## config.mk

```make
export PLATFORM = sky130hd
export DESIGN_NAME = alu_seq
export DESIGN_NICKNAME = d
export VERILOG_FILES = /design/src/rtl/alu_seq_pkg.sv /design/src/rtl/alu_muldiv_iter.sv /design/src/rtl/alu_seq.sv
export SDC_FILE = /design/constraint.sdc
export NUM_CORES = 1
export LEC_CHECK = 0
export BUFFER_PORTS_ARGS = -buffer_cell sky130_fd_sc_hd__buf_2
export CORE_AREA = 2 2 246 248
export CTS_CLUSTER_DIAMETER = 120
export DETAILED_ROUTE_END_ITERATION = 10
export DIE_AREA = 0 0 248 250
export MAX_ROUTING_LAYER = met4
export SLEW_MARGIN = 20
export SYNTH_ARGS = -nofsm -noshare
export SYNTH_HDL_FRONTEND = slang
export SYNTH_HIERARCHICAL = 1
export SYNTH_SLANG_ARGS = --single-unit
```

## constraint.sdc

```tcl
create_clock -name clk -period 6.2 [get_ports clk]
set_input_delay 0.62 -clock clk [delete_from_list [all_inputs] [get_ports clk]]
set_output_delay 0.62 -clock clk [all_outputs]
set_load 0.05 [all_outputs]
```

## src/rtl/alu_seq_pkg.sv

```systemverilog
// Shared definitions for alu_seq: op-code constants, FSM state encoding and op classification.
package alu_seq_pkg;

    localparam logic [3:0] OpAnd     = 4'b0000;
    localparam logic [3:0] OpOr      = 4'b0001;
    localparam logic [3:0] OpAdd     = 4'b0010;
    localparam logic [3:0] OpSll     = 4'b0011;
    localparam logic [3:0] OpSrl     = 4'b0100;
    localparam logic [3:0] OpSra     = 4'b0101;
    localparam logic [3:0] OpSub     = 4'b0110;
    localparam logic [3:0] OpSlt     = 4'b0111;
    localparam logic [3:0] OpXor     = 4'b1000;
    localparam logic [3:0] OpNor     = 4'b1001;
    localparam logic [3:0] OpMult    = 4'b1010;
    localparam logic [3:0] OpSltu    = 4'b1011;
    localparam logic [3:0] OpMultu   = 4'b1100;
    localparam logic [3:0] OpDiv     = 4'b1101;
    localparam logic [3:0] OpDivu    = 4'b1110;
    localparam logic [3:0] OpIllegal = 4'b1111;

    typedef enum logic [1:0] {StIdle, StMul, StDiv, StDone} state_e;

    typedef enum logic [1:0] {ClsSingle, ClsMul, ClsDiv, ClsIllegal} op_class_e;

    function automatic op_class_e classify_op(input logic [3:0] op);
        op_class_e cls;
        unique case (op)
            OpMult, OpMultu: cls = ClsMul;
            OpDiv, OpDivu:   cls = ClsDiv;
            OpIllegal:       cls = ClsIllegal;
            default:         cls = ClsSingle;
        endcase
        return cls;
    endfunction

endpackage

```

## src/rtl/alu_muldiv_iter.sv

```systemverilog
// Iterative magnitude multiplier / restoring divider sharing one (WIDTH+1)-bit adder.
// The first step runs on the start cycle, so done rises WIDTH-1 cycles after start.
module alu_muldiv_iter #(
    parameter int unsigned WIDTH = 32,
    parameter int unsigned CNT_W = $clog2(WIDTH) + 1
) (
    input  logic             clk,
    input  logic             rst_n,
    input  logic             start,
    input  logic             is_div,
    input  logic [WIDTH-1:0] a_mag,
    input  logic [WIDTH-1:0] b_mag,
    output logic             done,
    output logic [WIDTH-1:0] res_hi,
    output logic [WIDTH-1:0] res_lo
);

    logic [WIDTH-1:0] hi_q, lo_q, b_q;
    logic [CNT_W-1:0] cnt_q;
    logic             busy_q, div_q;

    logic [WIDTH-1:0] cur_hi, cur_lo, cur_b, step_hi, step_lo;
    logic             cur_div;
    logic [WIDTH:0]   add_a, add_b, sum;

    always_comb begin
        cur_hi  = start ? '0 : hi_q;
        cur_lo  = start ? a_mag : lo_q;
        cur_b   = start ? b_mag : b_q;
        cur_div = start ? is_div : div_q;

        if (cur_div) begin
            add_a = {cur_hi, cur_lo[WIDTH-1]};
            add_b = ~{1'b0, cur_b};
        end else begin
            add_a = {1'b0, cur_hi};
            add_b = cur_lo[0] ? {1'b0, cur_b} : '0;
        end
        sum = add_a + add_b + {{WIDTH{1'b0}}, cur_div};

        if (cur_div) begin
            // Negative trial difference: keep the shifted remainder, quotient bit 0
            if (sum[WIDTH]) begin
                step_hi = add_a[WIDTH-1:0];
                step_lo = {cur_lo[WIDTH-2:0], 1'b0};
            end else begin
                step_hi = sum[WIDTH-1:0];
                step_lo = {cur_lo[WIDTH-2:0], 1'b1};
            end
        end else begin
            step_hi = sum[WIDTH:1];
            step_lo = {sum[0], cur_lo[WIDTH-1:1]};
        end
    end

    assign done   = busy_q && (cnt_q == CNT_W'(WIDTH));
    assign res_hi = hi_q;
    assign res_lo = lo_q;

    always_ff @(posedge clk) begin
        if (!rst_n) begin
            hi_q   <= '0;
            lo_q   <= '0;
            b_q    <= '0;
            cnt_q  <= '0;
            busy_q <= 1'b0;
            div_q  <= 1'b0;
        end else if (start) begin
            hi_q   <= step_hi;
            lo_q   <= step_lo;
            b_q    <= b_mag;
            div_q  <= is_div;
            cnt_q  <= CNT_W'(1);
            busy_q <= 1'b1;
        end else if (done) begin
            busy_q <= 1'b0;
        end else if (busy_q) begin
            hi_q  <= step_hi;
            lo_q  <= step_lo;
            cnt_q <= cnt_q + CNT_W'(1);
        end
    end

endmodule

```

## src/rtl/alu_seq.sv

```systemverilog
// alu_seq: multi-cycle EX-stage ALU behind valid/ready, with iterative mul/div giving HI/LO.
// Signed add/sub overflow detection is built only when ALU_SEQ_OVERFLOW_EN is defined.
module alu_seq
    import alu_seq_pkg::*;
#(
    parameter int unsigned WIDTH   = 32,
    parameter int unsigned SHAMT_W = $clog2(WIDTH),
    parameter int unsigned CNT_W   = $clog2(WIDTH) + 1
) (
    input  logic               clk,
    input  logic               rst_n,
    input  logic               in_valid,
    output logic               in_ready,
    input  logic [3:0]         op,
    input  logic [WIDTH-1:0]   op_a,
    input  logic [WIDTH-1:0]   op_b,
    input  logic [SHAMT_W-1:0] shamt,
    output logic               out_valid,
    input  logic               out_ready,
    output logic [WIDTH-1:0]   result,
    output logic [WIDTH-1:0]   result_hi,
    output logic               zero,
    output logic               div_by_zero,
    output logic               illegal_op,
    output logic               overflow
);

    state_e    state_q, state_d;
    op_class_e op_cls;
    logic      accept, iter_start, iter_done, b_zero, signed_op, a_neg, b_neg;

    logic [WIDTH-1:0]   a_mag, b_mag, iter_hi, iter_lo, alu_out, add_res, sub_res;
    logic [2*WIDTH-1:0] prod_fix;
    logic [WIDTH-1:0]   quo_fix, rem_fix;

    logic [WIDTH-1:0] result_q, result_d, result_hi_q, result_hi_d;
    logic             zero_q, zero_d, dbz_q, dbz_d, ill_q, ill_d;
    logic             neg_lo_q, neg_lo_d, neg_hi_q, neg_hi_d;

    assign op_cls    = classify_op(op);
    assign accept    = in_valid && in_ready;
    assign b_zero    = (op_b == '0);
    assign signed_op = (op == OpMult) || (op == OpDiv);
    assign a_neg     = signed_op && op_a[WIDTH-1];
    assign b_neg     = signed_op && op_b[WIDTH-1];
    assign a_mag     = a_neg ? -op_a : op_a;
    assign b_mag     = b_neg ? -op_b : op_b;

    // State register
    always_ff @(posedge clk) begin
        if (!rst_n) state_q <= StIdle;
        else        state_q <= state_d;
    end

    // Next state
    always_comb begin
        state_d = state_q;
        unique case (state_q)
            StIdle: begin
                if (accept) begin
                    unique case (op_cls)
                        ClsMul:  state_d = StMul;
                        ClsDiv:  state_d = b_zero ? StDone : StDiv;
                        default: state_d = StDone;
                    endcase
                end
            end
            StMul, StDiv: if (iter_done) state_d = StDone;
            StDone:       if (out_ready) state_d = StIdle;
            default:      state_d = StIdle;
        endcase
    end

    // Outputs; in_ready is held low while reset is asserted
    always_comb begin
        in_ready   = rst_n && (state_q == StIdle);
        out_valid  = (state_q == StDone);
        iter_start = accept && ((op_cls == ClsMul) || ((op_cls == ClsDiv) && !b_zero));
    end

    alu_muldiv_iter #(
        .WIDTH (WIDTH),
        .CNT_W (CNT_W)
    ) u_iter (
        .clk    (clk),
        .rst_n  (rst_n),
        .start  (iter_start),
        .is_div (op_cls == ClsDiv),
        .a_mag  (a_mag),
        .b_mag  (b_mag),
        .done   (iter_done),
        .res_hi (iter_hi),
        .res_lo (iter_lo)
    );

    always_comb begin
        add_res = op_a + op_b;
        sub_res = op_a - op_b;
        unique case (op)
            OpAnd:   alu_out = op_a & op_b;
            OpOr:    alu_out = op_a | op_b;
            OpAdd:   alu_out = add_res;
            OpSll:   alu_out = op_b << shamt;
            OpSrl:   alu_out = op_b >> shamt;
            OpSra:   alu_out = $unsigned($signed(op_b) >>> shamt);
            OpSub:   alu_out = sub_res;
            OpSlt:   alu_out = {{(WIDTH-1){1'b0}}, ($signed(op_a) < $signed(op_b))};
            OpXor:   alu_out = op_a ^ op_b;
            OpNor:   alu_out = ~(op_a | op_b);
            OpSltu:  alu_out = {{(WIDTH-1){1'b0}}, (op_a < op_b)};
            default: alu_out = '0;
        endcase
    end

    // Sign fix-up: quotient/product take the xor of operand signs, remainder the dividend sign
    assign prod_fix = neg_lo_q ? -{iter_hi, iter_lo} : {iter_hi, iter_lo};
    assign quo_fix  = neg_lo_q ? -iter_lo : iter_lo;
    assign rem_fix  = neg_hi_q ? -iter_hi : iter_hi;

    always_comb begin
        result_d    = result_q;
        result_hi_d = result_hi_q;
        zero_d      = zero_q;
        dbz_d       = dbz_q;
        ill_d       = ill_q;
        neg_lo_d    = neg_lo_q;
        neg_hi_d    = neg_hi_q;
        if (accept) begin
            result_d    = '0;
            result_hi_d = '0;
            zero_d      = (op_a == op_b);
            dbz_d       = 1'b0;
            ill_d       = 1'b0;
            neg_lo_d    = a_neg ^ b_neg;
            neg_hi_d    = a_neg;
            unique case (op_cls)
                ClsSingle:  result_d = alu_out;
                ClsIllegal: ill_d = 1'b1;
                ClsDiv: begin
                    if (b_zero) begin
                        result_d    = '1;
                        result_hi_d = op_a;
                        dbz_d       = 1'b1;
                    end
                end
                default: ;
            endcase
        end else if (iter_done && (state_q == StMul)) begin
            {result_hi_d, result_d} = prod_fix;
        end else if (iter_done && (state_q == StDiv)) begin
            result_d    = quo_fix;
            result_hi_d = rem_fix;
        end
    end

    always_ff @(posedge clk) begin
        if (!rst_n) begin
            result_q    <= '0;
            result_hi_q <= '0;
            zero_q      <= 1'b0;
            dbz_q       <= 1'b0;
            ill_q       <= 1'b0;
            neg_lo_q    <= 1'b0;
            neg_hi_q    <= 1'b0;
        end else begin
            result_q    <= result_d;
            result_hi_q <= result_hi_d;
            zero_q      <= zero_d;
            dbz_q       <= dbz_d;
            ill_q       <= ill_d;
            neg_lo_q    <= neg_lo_d;
            neg_hi_q    <= neg_hi_d;
        end
    end

    assign result      = result_q;
    assign result_hi   = result_hi_q;
    assign zero        = zero_q;
    assign div_by_zero = dbz_q;
    assign illegal_op  = ill_q;

`ifdef ALU_SEQ_OVERFLOW_EN
    logic ovf_q, ovf_calc;

    // Sub flips op_b's sign, so overflow needs the operand signs to differ
    always_comb begin
        ovf_calc = 1'b0;
        if (op == OpAdd) begin
            ovf_calc = (op_a[WIDTH-1] == op_b[WIDTH-1]) && (add_res[WIDTH-1] != op_a[WIDTH-1]);
        end else if (op == OpSub) begin
            ovf_calc = (op_a[WIDTH-1] != op_b[WIDTH-1]) && (sub_res[WIDTH-1] != op_a[WIDTH-1]);
        end
    end

    always_ff @(posedge clk) begin
        if (!rst_n)      ovf_q <= 1'b0;
        else if (accept) ovf_q <= ovf_calc;
    end

    assign overflow = ovf_q;
`else
    assign overflow = 1'b0;
`endif

endmodule

```

After elaboration in Yosys (flattened, before gate mapping)
Index checks and enable logic that the tools add are counted.
{"block": "totals", "in_bits": 77, "elab_cells": 139, "output_inout_bits": 70, "reg_bits": 175}
{"block": "op_classes", "shifts": 3, "reduce_logical": 26, "n_eq_ne": 27, "add_sub_neg": 10, "muxes": 48, "order_cmp": 2, "n_bitwise": 8}
{"operator": "32-bit two-way mux", "count": 26}
{"operator": "32-bit case mux with 11 select lines", "count": 1}
{"operator": "32-bit negator", "count": 4}
{"operator": "33-bit two-way mux", "count": 2}
{"operator": "32-bit less-than comparator", "count": 2}
{"operator": "64-bit two-way mux", "count": 1}
{"operator": "64-bit negator", "count": 1}
{"operator": "32-bit case mux with 2 select lines", "count": 1}
{"operator": "33-bit by 1-bit adder with 33-bit output", "count": 1}
{"operator": "33-bit adder", "count": 1}
{"operator": "32-bit inverter with 33-bit output", "count": 1}
{"operator": "32-bit adder", "count": 1}
{"operator": "32-bit AND", "count": 1}
{"operator": "32-bit == test", "count": 1}
{"operator": "4-bit == test (second input constant)", "count": 8}
{"operator": "32-bit zero test", "count": 1}
{"operator": "32-bit inverter", "count": 1}
{"operator": "32-bit bitwise OR", "count": 1}
{"operator": "32-bit by 5-bit left shift with 32-bit output", "count": 1}
{"operator": "32-bit by 5-bit right shift with 32-bit output", "count": 1}
{"operator": "32-bit by 5-bit >>> shifter with 32-bit output", "count": 1}
{"operator": "32-bit subtractor", "count": 1}
{"operator": "32-bit XOR", "count": 1}
{"operator": "4-bit by 3-bit == test with 1-bit output (second input constant)", "count": 4}
{"operator": "other kinds (24)", "count": 60}

Depth between registers and ports, before layout
{"block": "depth", "ltp_word": 17, "mapped_depth": 27, "ltp_nobuf": 25}

Modules after synthesis
Netlist, hierarchy kept.
{"module": "alu_seq", "cells_per_inst": 2231, "instances": 1, "area_each_um2": 15665.0, "seq_area_each_um2": 1421.4}
{"module": "alu_muldiv_iter", "cells_per_inst": 1001, "instances": 1, "area_each_um2": 7782.5, "seq_area_each_um2": 2082.0}

Worst setup path before layout
Ideal clock, no wire load.
{"block": "synth_path", "path_type": "in2reg", "startpoint": "in op_b[8]", "endpoint": "reg u_iter.hi_q[24] (netlist: u_iter/res_hi[24])", "slack_ps": 69, "t_arrival_ps": 6016, "path_buffers": 4, "path_stages": 24, "t_required_ps": 6084, "setup_ps": 116, "path_cell_list": "clkbuf_1 > or4_1 > nor4b_2 > nand3_1 > or4_1 > a21oi_1 > nor2_1 > mux2_1 > inv_2 > clkbuf_1 > buf_1 > fa_1 > inv_1 > fa_1 > a211oi_1 > o211ai_1 > a21oi_1 > o21ai_2 > a31oi_4 > xor2_2 > buf_6 > mux2_2 > a21oi_1 > nor2_1"}
{"block": "synth_via", "elab_chain_len": 15, "word_cells_on_any_way": 25, "cone_classes": "add/sub (3); eq/ne (1); mux (13); bitwise (1); reduce/logical (7)"}
{"element": "from (decl)", "line": "alu_seq.sv:16", "source": "input logic [WIDTH-1:0] op_b,"}
{"element": "32-bit zero test *", "line": "alu_seq.sv:42", "source": "assign b_zero = (op_b == '0);"}
{"element": "1-bit zero test *", "line": "alu_seq.sv:78", "source": "iter_start = accept && ((op_cls == ClsMul) || ((op_cls == ClsDiv) && !b_zero));"}
{"element": "1-bit logical AND *", "line": "alu_seq.sv:78"}
{"element": "1-bit logical OR *", "line": "alu_seq.sv:78"}
{"element": "1-bit logical AND *", "line": "alu_seq.sv:78"}
{"element": "named net iter_start", "line": "alu_seq.sv:30", "source": "logic accept, iter_start, iter_done, b_zero, signed_op, a_neg, b_neg;"}
{"element": "32-bit two-way mux, on equally long branches", "line": "alu_muldiv_iter.sv:29, alu_muldiv_iter.sv:28"}
{"element": "32-bit two-way mux / 32-bit inverter with 33-bit output (equally long branches)", "line": "alu_muldiv_iter.sv:37, alu_muldiv_iter.sv:34"}
{"element": "33-bit two-way mux", "line": "alu_muldiv_iter.sv:32", "source": "if (cur_div) begin"}
{"element": "33-bit adder", "line": "alu_muldiv_iter.sv:39", "source": "sum = add_a + add_b + {{WIDTH{1'b0}}, cur_div};"}
{"element": "33-bit by 1-bit adder with 33-bit output", "line": "alu_muldiv_iter.sv:39"}
{"element": "32-bit two-way mux", "line": "alu_muldiv_iter.sv:43", "source": "if (sum[WIDTH]) begin"}
{"element": "32-bit two-way mux", "line": "alu_muldiv_iter.sv:41", "source": "if (cur_div) begin"}
{"element": "32-bit two-way mux", "line": "alu_muldiv_iter.sv:77", "source": "end else if (busy_q) begin"}
{"element": "32-bit two-way mux", "line": "alu_muldiv_iter.sv:75", "source": "end else if (done) begin"}
{"element": "32-bit two-way mux", "line": "alu_muldiv_iter.sv:68", "source": "end else if (start) begin"}
{"element": "to (signal assigned)", "line": "alu_muldiv_iter.sv:69", "source": "hi_q <= step_hi;"}
{"element": "to (signal assigned)", "line": "alu_muldiv_iter.sv:78", "source": "hi_q <= step_hi;"}
{"element": "to (decl)", "line": "alu_muldiv_iter.sv:18", "source": "logic [WIDTH-1:0] hi_q, lo_q, b_q;"}
The timed path passes the listed nets; every way through them passes the cells marked *. The select of a mux whose other input is x is not followed.
A chain may end at the register's enable or synchronous reset.

Final worst setup path
{"block": "layout_path", "startpoint": "in op_a[3]", "endpoint": "reg u_iter.hi_q[10] (netlist: u_iter/res_hi[10])"}
{"block": "layout_via", "elab_chain_len": 11}
{"element": "from (decl)", "line": "alu_seq.sv:15", "source": "input logic [WIDTH-1:0] op_a,"}
{"element": "32-bit negator *", "line": "alu_seq.sv:46", "source": "assign a_mag = a_neg ? -op_a : op_a;"}
{"element": "32-bit two-way mux *", "line": "alu_seq.sv:46"}
{"element": "named net a_mag[31]", "line": "alu_seq.sv:32", "source": "logic [WIDTH-1:0] a_mag, b_mag, iter_hi, iter_lo, alu_out, add_res, sub_res;"}
{"element": "32-bit two-way mux *", "line": "alu_muldiv_iter.sv:28", "source": "cur_lo = start ? a_mag : lo_q;"}
{"element": "33-bit two-way mux *", "line": "alu_muldiv_iter.sv:32"}
{"element": "33-bit adder *", "line": "alu_muldiv_iter.sv:39"}
{"element": "33-bit by 1-bit adder with 33-bit output *", "line": "alu_muldiv_iter.sv:39"}
{"element": "32-bit two-way mux", "line": "alu_muldiv_iter.sv:43"}
{"element": "32-bit two-way mux *", "line": "alu_muldiv_iter.sv:41"}
{"element": "32-bit two-way mux", "line": "alu_muldiv_iter.sv:77"}
{"element": "32-bit two-way mux", "line": "alu_muldiv_iter.sv:75"}
{"element": "32-bit two-way mux *", "line": "alu_muldiv_iter.sv:68"}
Marked as above.

==> metrics <==
Flop pwr share 27.0%; Antenna Violating Nets Remaining 0; Post-Syn Nets 3,466; fraction of registers with async set/reset 0%; most common cell after layout, fill and taps aside nand2_1; Num Clock Sinks ~180; Lkg Pwr ~11 nW; pre-CTS setup slack -0.621 ns; setup slack after layout approximately 0.4 ns; final-report max-slew violation count 0; DR iter-0 viols approximately 3,700; CP peak stage delay ~0.5 ns; Wirelength per Cell approximately 30 um; Mapped Area around 23,000 um2; clock root cell clkbuf_16; Synth Instances between 3,000 and 4,000; r2r startpoint state_q[0]; MaxCap Viol Count 0; Final #Nets about 3,600; hold path endpoint illegal_op; RR Endpoint u_iter/res_hi[10]; yosys warns 6; 1st-pass router iterations 8; FP Rows 90; Data arrival, critical path approximately 6.1 ns; internal power ~0.0026 W; EDFF count, synth 0; Cell Pwr Density approximately 190 nW/um2; total grt overflow 0; switching part of the total power a little under half; RSZ-0062 raised after global routing false; CP required between 6 and 7 ns; DRC 0; flop-to-flop setup slack approximately 1.2 ns; final setup violation count 0; outcome complete, no violations; WHS Path Cells 2; register bit total from synthesis 175; library cells used by synthesis 96; maximum VDD drop between 0.2 and 0.25 mV; Critical path buffers and inverters 4; largest net degree at the start of global routing 67; Layout area overhead 12.1%; GR Util All Layers between 30% and 40%; first-pass GRT wire length ~170,000 um; DIE AREA ~62,000 um2; IO Pins ~150; Gate power share roughly half; clock power share between 20% and 30%; Post-Place Cells ~4,100; CTS tree yes; Critical-path top delay cell fa_1; routed vias/inst approximately 6.6; syn_area_per_cell 7.25 um2; worst skew pair latency approximately 0.47 ns; most frequent cells in the layout nand2_1 (291), nor2_1 (283), o21ai_0 (282); FMAX around 0.17 GHz; routed vias between 20,000 and 30,000; Setup Fix Bufs, Post-CTS 0; DP HPWL around 95,000 um; Worst-Margin Slew approximately 1.2 ns; gpl congestion about 1.1; critical path class input pin to flip-flop; Total Wirelength between 100,000 and 150,000 um; H-tree levels 4; top_reg_cell synth dfxtp_1; Die H about 250 um; crit end category flip-flop; initial antenna violation count 6; crit-path max FO 19; hold path start illegal_op; R2R cell count 21; fraction of layout cells with a size suffix above 1 between 10% and 20%; Final period util a little over 90%; Final Non-Filler Cells between 4,000 and 5,000; die width about 250 um; Final Power between 0.005 and 0.006 W; family with the most delay on the worst path simple AND/OR/NAND/NOR gates; Sw Pwr 0.00239 W; Hold Violations, Final 0; Setup crit start kind input pin; Reg clk slew, reported paths around 0.080 ns; Placeable Area 59,600 um2; I/O Buffers 145; min-delay worst type flip-flop to flip-flop; Tmin final between 5 and 6 ns; relative slew slack 20.7%; Post-CTS Resized 1; Final Skew about 0.014 ns; Initial Util between 30% and 40%; vias in the first global route ~25,000; Clock Tree Buf Depth 2; cts bufs inserted 17; CTS Hold Bufs 0; post-synthesis sequential area ratio around 15%
## layout make-up
type                            count  area [um2]
Fill cell                        6224       33300
Multi-Input combinational cell   2672       18600
Sequential cell                   175        3500
Timing Repair Buffer              325        2150
Tap cell                          782         978
Inverter                          125         469
Clock buffer                       17         425
Clock inverter                     15         199
Antenna cell                        5        12.5
## worst max path at each step
stage,cells after the start,startpoint,slack (ns),end
after floorplan,24,op_b[8],0.07,u_iter/res_hi[24]
after global placement,25,op_a[3],-0.71,u_iter/res_hi[26]
after detailed placement,25,op_a[3],-0.62,u_iter/res_hi[26]
after CTS,25,op_a[3],0.12,u_iter/res_hi[26]
after global routing,26,op_b[6],0.04,u_iter/res_hi[10]
final,25,op_a[3],0.41,u_iter/res_hi[10]
## stage by stage
| step | cell area, um2 | util (%) | TNS (ns) | hold WS (ns) |
|---|---|---|---|---|
| after floorplan | 23400 | - | 0 | 0.458 |
| after global placement | 25600 | 43.0 | -16.42 | 0.450 |
| after detailed placement | 25600 | 43.0 | -14.45 | 0.452 |
| after CTS | 26300 | 44.1 | 0 | 0.475 |
| after global routing | 26300 | 44.1 | 0 | 0.520 |
| final | 26300 | 44.1 | 0 | 0.465 |
## cells in the mapped netlist (all sizes together), types with 12 or more instances
cell | count | area share [%]
nand2 | 293 | 4.7
nor2 | 290 | 4.6
o21ai | 285 | 6.1
a21oi | 268 | 5.8
clkbuf | 217 | 3.5
mux2i | 183 | 7.8
dfxtp | 175 | 15
ha | 153 | 8.2
xnor2 | 122 | 4.6
inv | 121 | 1.9
nor3 | 79 | 1.8
nand3 | 74 | 1.6
nor2b | 70 | 1.9
a211oi | 60 | 1.9
xor2 | 55 | 2.1
a221oi | 46 | 1.7
buf | 43 | 0.84
mux4 | 41 | 4.0
a31oi | 40 | 1.1
o211ai | 39 | 1.2
a21o | 32 | 1.0
nor4 | 31 | 0.83
o31ai | 30 | 0.96
mux2 | 28 | 1.3
or3 | 26 | 0.74
o211a | 25 | 1.1
nand4 | 23 | 0.61
and2 | 22 | 0.59
a22oi | 21 | 0.67
a311oi | 20 | 0.75
o21bai | 20 | 0.64
o221ai | 20 | 0.75
and3 | 19 | 0.51
nand2b | 19 | 0.51
o22ai | 18 | 0.48
or4 | 18 | 0.61
or2 | 17 | 0.45
a21boi | 15 | 0.48
o21a | 14 | 0.45
a22o | 13 | 0.49
o2111ai | 13 | 0.49
o41ai | 12 | 0.45
## layer usage
metal	vias to the layer above	GRT usage, %	part of all wire [%]
li1	12096	-	-
met1	13116	51.9	41
met2	1746	56.6	42
met3	310	7.08	11
met4	0	20.2	6.5
met5	-	-	0
## state kept, by name, summed over array words and instances, names as in the netlist
signal	count
result_hi	32
neg_hi_q	1
u_iter/b_q	32
u_iter/cnt_q	6
neg_lo_q	1
u_iter/res_lo	32
u_iter/res_hi	32
u_iter/busy_q	1
illegal_op	1
u_iter/div_q	1
div_by_zero	1
state_q	2
zero	1
result	32
## worst reg2reg max path: stages (launching register included)
cell and delay (ns):
dfxtp_1 0.36, inv_1 0.09, ha_1 0.24, and2_1 0.18, nand2_2 0.21, nor2_4 0.24
buf_4 0.41, nor2_1 0.10, a31oi_1 0.29, fa_1 0.30, inv_1 0.07, fa_1 0.38
a211oi_1 0.28, o211ai_1 0.17, a21oi_1 0.27, o21ai_2 0.11, a31oi_4 0.25, xor2_2 0.21
buf_12 0.18, mux2_2 0.34, o21ai_0 0.13, a21boi_0 0.09
## power groups by stage
| stage | combinational, W | sequential (W) | clock [W] |
|---|---|---|---|
| 2_1_floorplan | 0.00129 | 0.00159 | 0 |
| 3_3_place_gp | 0.00236 | 0.00138 | 0 |
| 3_5_place_dp | 0.00235 | 0.00138 | 0 |
| 4_1_cts | 0.00236 | 0.00135 | 0.00122 |
| 5_1_grt | 0.00256 | 0.00137 | 0.00125 |
| 6_report | 0.00245 | 0.00136 | 0.00121 |
## logic make-up after synthesis
group | synth area share [%]
adders and majority gates | 8.51
and+or+nand+nor | 20.1
xor gates and xnor gates | 6.68
AOI/OAI and AO/OA | 30.3
other | 0.0160
muxes | 13.2
buffers and inverters | 6.32
DFF | 14.9
Power figures use the tool's default switching activity.
